`config.mk`:
```
export PLATFORM = sky130hd
export DESIGN_NAME = triangle_list_flat
export DESIGN_NICKNAME = d
export VERILOG_FILES = /design/src/rtl/render_pkg.sv /design/src/rtl/triangle_list_if.sv /design/src/rtl/tri_list_mem.sv /design/src/rtl/triangle_list.sv /design/src/flat_wrapper.sv
export SDC_FILE = /design/constraint.sdc
export NUM_CORES = 2
export LEC_CHECK = 0
export BUFFER_PORTS_ARGS = -buffer_cell sky130_fd_sc_hd__buf_2
export CAP_MARGIN = 20
export CORE_MARGIN = 3
export CORE_UTILIZATION = 45
export CTS_BUF_LIST = sky130_fd_sc_hd__clkbuf_8
export DETAILED_ROUTE_END_ITERATION = 8
export GPL_TIMING_DRIVEN = 0
export PLACE_DENSITY = 0.67
export REMOVE_ABC_BUFFERS = 1
export SLEW_MARGIN = 0
export SYNTH_ARGS = -nofsm -noshare
export SYNTH_HDL_FRONTEND = slang
export SYNTH_HIERARCHICAL = 1
export SYNTH_SLANG_ARGS = --single-unit
```
`constraint.sdc`:
```
create_clock -name Clk -period 28.4 [get_ports Clk]
set_clock_uncertainty 0.2 [all_clocks]
set_input_delay 1.42 -clock Clk [delete_from_list [all_inputs] [get_ports Clk]]
set_output_delay 1.42 -clock Clk [all_outputs]
set_load 0.01 [all_outputs]
```
`src/rtl/render_pkg.sv`:
```
// Shared render types and sizing for the triangle list buffer.
package render_pkg;
   localparam int unsigned WI      = 8;
   localparam int unsigned WF      = 8;
   localparam int unsigned COORD_W = WI + WF;
   localparam int unsigned DEPTH   = 16;
   localparam int unsigned CNT_W   = $clog2(DEPTH + 1);
   localparam int unsigned PTR_W   = $clog2(DEPTH);

   typedef logic [COORD_W-1:0] coord_t;
   typedef coord_t  [2:0]      vertex_t;
   typedef vertex_t [2:0]      tri_t;

   typedef enum logic [1:0] {IDLE, STREAM, DONE} tri_list_state_t;
endpackage

```
`src/rtl/triangle_list_if.sv`:
```
// Loader write port, frame control and downstream triangle stream of triangle_list.
interface triangle_list_if;
   import render_pkg::*;

   logic             list_w;
   tri_t             orig_triangle_in;
   logic             clear;
   logic             frame_start;
   logic             tri_valid;
   logic             tri_ready;
   tri_t             tri_out;
   logic             tri_last;
   logic             frame_done;
   logic [CNT_W-1:0] tri_count;
   logic             busy;
   logic             ovf;

   modport master (
      output list_w, orig_triangle_in, clear, frame_start, tri_ready,
      input  tri_valid, tri_out, tri_last, frame_done, tri_count, busy, ovf
   );

   modport slave (
      input  list_w, orig_triangle_in, clear, frame_start, tri_ready,
      output tri_valid, tri_out, tri_last, frame_done, tri_count, busy, ovf
   );
endinterface

```
`src/rtl/tri_list_mem.sv`:
```
// Triangle store: one synchronous write port, one combinational indexed read port.
module tri_list_mem
   import render_pkg::*;
(
   input  logic             clk,
   input  logic             we,
   input  logic [PTR_W-1:0] waddr,
   input  tri_t             wdata,
   input  logic [PTR_W-1:0] raddr,
   output tri_t             rdata
);
   tri_t mem [DEPTH];

   always_ff @(posedge clk) begin
      if (we) mem[waddr] <= wdata;
   end

   assign rdata = mem[raddr];
endmodule

```
`src/rtl/triangle_list.sv`:
```
// Captures loader triangles and replays them once per frame over valid/ready.
// Define TRI_LIST_OVF_EN to enable the sticky overflow flag (otherwise ovf reads 0).
module triangle_list
   import render_pkg::*;
(
   input  logic           Clk,
   input  logic           Reset_n,
   triangle_list_if.slave bus
);
   tri_list_state_t  state, state_nxt;
   logic [CNT_W-1:0] count_q, count_d, len_q, len_d;
   logic [PTR_W-1:0] rd_ptr_q, rd_ptr_d, rd_addr;
   logic             valid_q, valid_d, last_q, last_d, done_q, done_d;
   logic             busy_q, busy_d, ovf_q, ovf_d;
   tri_t             out_q, out_d, rd_data;
   logic             full, wr_en, hs;

   assign full  = (count_q == CNT_W'(DEPTH));
   assign wr_en = bus.list_w & ~bus.clear & ~full;
   assign hs    = valid_q & bus.tri_ready;

   tri_list_mem u_mem (
      .clk   (Clk),
      .we    (wr_en),
      .waddr (count_q[PTR_W-1:0]),
      .wdata (bus.orig_triangle_in),
      .raddr (rd_addr),
      .rdata (rd_data)
   );

   // List fill level and overflow tracking, independent of replay state.
   always_comb begin
      count_d = count_q;
      ovf_d   = 1'b0;
      if (bus.clear)  count_d = '0;
      else if (wr_en) count_d = count_q + CNT_W'(1);
`ifdef TRI_LIST_OVF_EN
      ovf_d = ovf_q;
      if (bus.clear)                 ovf_d = 1'b0;
      else if (bus.list_w && full)   ovf_d = 1'b1;
`endif
   end

   always_comb begin
      state_nxt = state;
      len_d     = len_q;
      rd_ptr_d  = rd_ptr_q;
      rd_addr   = '0;
      out_d     = out_q;
      valid_d   = 1'b0;
      last_d    = 1'b0;
      done_d    = 1'b0;
      busy_d    = 1'b0;
      case (state)
         IDLE: begin
            if (bus.frame_start && !bus.clear) begin
               len_d    = count_q;
               rd_ptr_d = '0;
               if (count_q != '0) begin
                  state_nxt = STREAM;
                  valid_d   = 1'b1;
                  busy_d    = 1'b1;
                  out_d     = rd_data;
                  last_d    = (count_q == CNT_W'(1));
               end else begin
                  state_nxt = DONE;
                  done_d    = 1'b1;
               end
            end
         end
         STREAM: begin
            valid_d = 1'b1;
            busy_d  = 1'b1;
            last_d  = last_q;
            rd_addr = rd_ptr_q + PTR_W'(1);
            if (hs) begin
               if (last_q) begin
                  state_nxt = DONE;
                  done_d    = 1'b1;
                  valid_d   = 1'b0;
                  busy_d    = 1'b0;
                  last_d    = 1'b0;
               end else begin
                  rd_ptr_d = rd_ptr_q + PTR_W'(1);
                  out_d    = rd_data;
                  last_d   = (CNT_W'(rd_ptr_q) + CNT_W'(2) == len_q);
               end
            end
         end
         DONE:    state_nxt = IDLE;
         default: state_nxt = IDLE;
      endcase
      // A flush aborts replay silently, whatever the state.
      if (bus.clear) begin
         state_nxt = IDLE;
         valid_d   = 1'b0;
         last_d    = 1'b0;
         done_d    = 1'b0;
         busy_d    = 1'b0;
      end
   end

   always_ff @(posedge Clk or negedge Reset_n) begin
      if (!Reset_n) begin
         state    <= IDLE;
         count_q  <= '0;
         len_q    <= '0;
         rd_ptr_q <= '0;
         out_q    <= '0;
         valid_q  <= 1'b0;
         last_q   <= 1'b0;
         done_q   <= 1'b0;
         busy_q   <= 1'b0;
         ovf_q    <= 1'b0;
      end else begin
         state    <= state_nxt;
         count_q  <= count_d;
         len_q    <= len_d;
         rd_ptr_q <= rd_ptr_d;
         out_q    <= out_d;
         valid_q  <= valid_d;
         last_q   <= last_d;
         done_q   <= done_d;
         busy_q   <= busy_d;
         ovf_q    <= ovf_d;
      end
   end

   assign bus.tri_valid  = valid_q;
   assign bus.tri_out    = out_q;
   assign bus.tri_last   = last_q;
   assign bus.frame_done = done_q;
   assign bus.tri_count  = count_q;
   assign bus.busy       = busy_q;
   assign bus.ovf        = ovf_q;
endmodule

```
`src/flat_wrapper.sv`:
```
// flat-port wrapper written by rule: the top's interface ports become plain ports
module triangle_list_flat import render_pkg::*;
  (Clk, Reset_n, bus_list_w, bus_orig_triangle_in, bus_clear, bus_frame_start, bus_tri_ready, bus_tri_valid, bus_tri_out, bus_tri_last, bus_frame_done, bus_tri_count, bus_busy, bus_ovf);
  triangle_list_if bus_i ();
  input  logic Clk;
  input  logic Reset_n;
  input wire logic [$bits(bus_i.list_w)-1:0] bus_list_w;
  input wire logic [$bits(bus_i.orig_triangle_in)-1:0] bus_orig_triangle_in;
  input wire logic [$bits(bus_i.clear)-1:0] bus_clear;
  input wire logic [$bits(bus_i.frame_start)-1:0] bus_frame_start;
  input wire logic [$bits(bus_i.tri_ready)-1:0] bus_tri_ready;
  output wire logic [$bits(bus_i.tri_valid)-1:0] bus_tri_valid;
  output wire logic [$bits(bus_i.tri_out)-1:0] bus_tri_out;
  output wire logic [$bits(bus_i.tri_last)-1:0] bus_tri_last;
  output wire logic [$bits(bus_i.frame_done)-1:0] bus_frame_done;
  output wire logic [$bits(bus_i.tri_count)-1:0] bus_tri_count;
  output wire logic [$bits(bus_i.busy)-1:0] bus_busy;
  output wire logic [$bits(bus_i.ovf)-1:0] bus_ovf;
  assign bus_i.list_w = bus_list_w;
  assign bus_i.orig_triangle_in = bus_orig_triangle_in;
  assign bus_i.clear = bus_clear;
  assign bus_i.frame_start = bus_frame_start;
  assign bus_i.tri_ready = bus_tri_ready;
  assign bus_tri_valid = bus_i.tri_valid;
  assign bus_tri_out = bus_i.tri_out;
  assign bus_tri_last = bus_i.tri_last;
  assign bus_frame_done = bus_i.frame_done;
  assign bus_tri_count = bus_i.tri_count;
  assign bus_busy = bus_i.busy;
  assign bus_ovf = bus_i.ovf;
  triangle_list u_core (.Clk(Clk), .Reset_n(Reset_n), .bus(bus_i));
endmodule
```
==> results.cfg <==
[run_status]
status = complete, no violations

[worst_setup_path]
ff2ff_path_depth = 14
r2r_end = u_core/bus.tri_out[35]
worst-r2r-setup-slack_ns = 23.62
path_max_fanout = 20
worstSetupEndpointType = flop
criticalPathCategory = flop to flop
r2r_start = u_core/state[0]
crit_arrival_ns = 5.50
required_ns = 29.12
start_kind = flop

[detailed_routing]
ant_nets = 0
avgViaCountPerCell = 5.74
postRouteWirelength_um = 219000
drc = 0
num_vias = 44890
dr.pass1.iters = 5
wire_per_inst_um = 28.0
drt_iter0_markers = 4238

[clock_tree]
cts_tree = built
cts_max_level = 5
cts_resized = 0
cts_max_path_buffers = 4
cts_made_buffers = 389
path_clk_slew_ns = 0.06
clock_latency_ns = 1.06
clk_root_buffer_cell = clkbuf_8
cts.sinks = 2467

[global_routing]
track_usage_pct = 20.7
grt_pass1_wl_um = 319000
grt_pass1_vias = 46554
grt-ovfl-total = 0
grt_antenna_before_repair = 69
grt_max_degree = 73

[timing]
setup_viol = 0
hold_viol = 0
fin_setup_tns_ns = 0
period_minus_slack_ns = 4.78
slew_headroom_pct = 29.7
fmax_ghz = 0.209
rsz0062_at_grt = false
post-route-period-util_pct = 16.8
drv_slew = 0
worstMarginPinSlew_ns = 1.06
hold_ws_ns = 0.298

[worst_hold_path]
hp-class = flop to flop
min_from = u_core/bus.tri_out[79]
worstHoldEndpoint = u_core/bus.tri_out[79]
worstHoldPathCells = 1

[floorplan]
num_rows = 166
chipWidth_um = 461
die_area_sq_um = 213000
core_sq_um = 205000
start_util_pct = 45.4
ios = 304
dieHeight_um = 461

[cells_and_area]
drive_above_1_share_pct = 36.8
num-nets-final = 4952
nFillCells = 15530
seq_area_sq_um = 73300
area_growth_pct = 17.5
multi_input_area_sq_um = 18900

[power_and_ir_drop]
peakVddDrop_v = 0.0000489
power_density_nw_per_um2 = 70.1
p_leak_nw = 35.8

[synth]
ys_ff_latch = 2467
ys_seq_area_share_pct = 78.6
ys_types = 49
synth_area_per_cell_sq_um = 23.1
synthArstFlopShare_pct = 6.61
yosysWarnings = 6
synth_edf_count = 2304
ys.flop_type = edfxtp_1
syn_area_sq_um = 93200
syn_inst = 4038

[placed_design]
gp_routability_congestion = 0.694
port_buffers = 302
hpwl_um = 138000

[run]
maxCapViolations = 0
[registers in the layout, indices dropped and copies added (netlist names)]
| signal | count |
|---|---|
| u_core/bus.tri_count | 5 |
| u_core/bus.frame_done | 1 |
| u_core/bus.tri_last | 1 |
| u_core/u_mem/mem | 2304 |
| u_core/rd_ptr_q | 4 |
| u_core/bus.tri_out | 144 |
| u_core/state | 2 |
| u_core/bus.busy | 1 |
| u_core/len_q | 5 |
[where the power goes]
| part | switching [mW] | internal (mW) | leakage, nW |
|---|---|---|---|
| sequential | 0.0804 | 4.11 | 22.7 |
| combinational | 0.351 | 0.349 | 8.83 |
| clock | 1.34 | 1.45 | 4.24 |
| total | 1.77 | 5.91 | 35.8 |
[logic make-up (layout without fill, tap and decap cells)]
group | after synthesis | after routing | synth area share [%]
fa+ha+maj | 5 | 5 | 0.0671
compound gates | 327 | 327 | 2.64
simple gates | 219 | 219 | 1.12
flops | 2467 | 2467 | 78.6
mux | 787 | 787 | 16.2
other cells | 1 | 31 | 0.00402
xor+xnor | 8 | 8 | 0.0752
buf+inv | 224 | 1282 | 1.30
[final cells by class]
cell class                 count  share of cell area (%)
tap                         2688                    3.07
clock inverter               270                    1.28
timing repair buffer         586                    6.11
inverter                       6                  0.0206
multi-input combinational   1347                    17.3
clock buffer                 420                    5.28
sequential                  2467                    66.9
antenna                       30                  0.0685
[what timing repair did]
item,in CTS,in global routing
hold endpoints to repair,27,0
setup buffers,0,0
hold buffers,1,0
[layout by cell type (no fill, tap or decap), types with 15 or more instances in the layout]
master,netlist,final
buf_16,0,41
mux4_2,536,536
edfxtp_1,2304,2304
dfrtp_1,163,163
nor2_4,0,17
buf_8,0,18
inv_1,6,147
nand2_1,112,112
nand2b_1,20,20
buf_12,0,143
o221ai_1,25,25
clkinv_1,0,55
a22oi_1,243,243
mux2i_1,27,27
a221oi_1,15,15
diode_2,0,30
mux2_4,60,60
buf_2,54,302
o21ai_0,23,23
buf_6,32,79
clkbuf_8,0,420
nor2b_1,32,26
clkinv_2,0,52
mux2_2,164,164
[how the worst max path moves through the flow]
stage	startpoint	end	slack [ns]	cells past startpoint
floorplan	u_core/state[0]	u_core/bus.tri_out[101]	-18.46	6
global placement	u_core/state[0]	u_core/bus.tri_out[8]	-51.55	6
detailed placement	bus_clear	u_core/u_mem/mem[4][49]	22.69	11
CTS	u_core/bus.tri_count[0]	u_core/u_mem/mem[4][121]	23.15	12
global route	u_core/state[0]	u_core/bus.tri_out[65]	23.22	14
finish	u_core/state[0]	u_core/bus.tri_out[35]	23.62	14
[critical path, stage by stage, from the launching register on]
cell and delay (ns):
dfrtp_1 0.60, nand2b_1 0.39, nor2_4 0.64, buf_16 0.26
buf_12 0.20, buf_12 0.23, buf_16 0.20, buf_12 0.21
buf_12 0.23, buf_16 0.20, buf_16 0.18, mux4_2 0.52
a22oi_1 0.19, nand2_1 0.09, mux2_2 0.26
[stage by stage]
step	instance area [sq um]	cells	setup slack [ns]	total power [mW]	utilization, %
final	110000	7814	23.62	7.68	53.4
after detailed placement	102000	7092	22.69	4.98	49.8
after global routing	109000	7791	23.22	7.99	53.3
after global placement	96900	6810	-51.55	5.31	47.2
after CTS	109000	7783	23.15	7.78	53.3
after floorplan	92000	3820	-18.46	4.87	-
[metal layers]
metal | vias to the layer above | share of wire [%] | wire length, um | GRT usage [%]
li1 | 18732 | - | - | -
met1 | 23905 | 41 | 90600 | 28.9
met2 | 1809 | 48 | 106000 | 32.9
met3 | 414 | 8.3 | 18200 | 5.15
met4 | 30 | 1.9 | 4230 | 4.94
met5 | - | 0.093 | 204 | 0
[cell usage after synthesis, types with 17 or more instances]
| cell type | n | share of area [%] |
|---|---|---|
| a22oi_1 | 243 | 2.0 |
| buf_4 | 17 | 0.14 |
| o221ai_1 | 25 | 0.23 |
| edfxtp_1 | 2304 | 74 |
| buf_2 | 54 | 0.29 |
| buf_6 | 32 | 0.39 |
| mux2_2 | 164 | 2.0 |
| mux2_4 | 60 | 0.97 |
| dfrtp_1 | 163 | 4.4 |
| nand2_1 | 112 | 0.45 |
| mux4_2 | 536 | 13 |
| nor2_1 | 23 | 0.093 |
| nor2b_1 | 32 | 0.21 |
| mux2i_1 | 27 | 0.29 |
| buf_1 | 31 | 0.12 |
| o21ai_0 | 23 | 0.12 |
| clkbuf_1 | 83 | 0.33 |
| nand2b_1 | 20 | 0.13 |
Power figures use the tool's default switching activity.
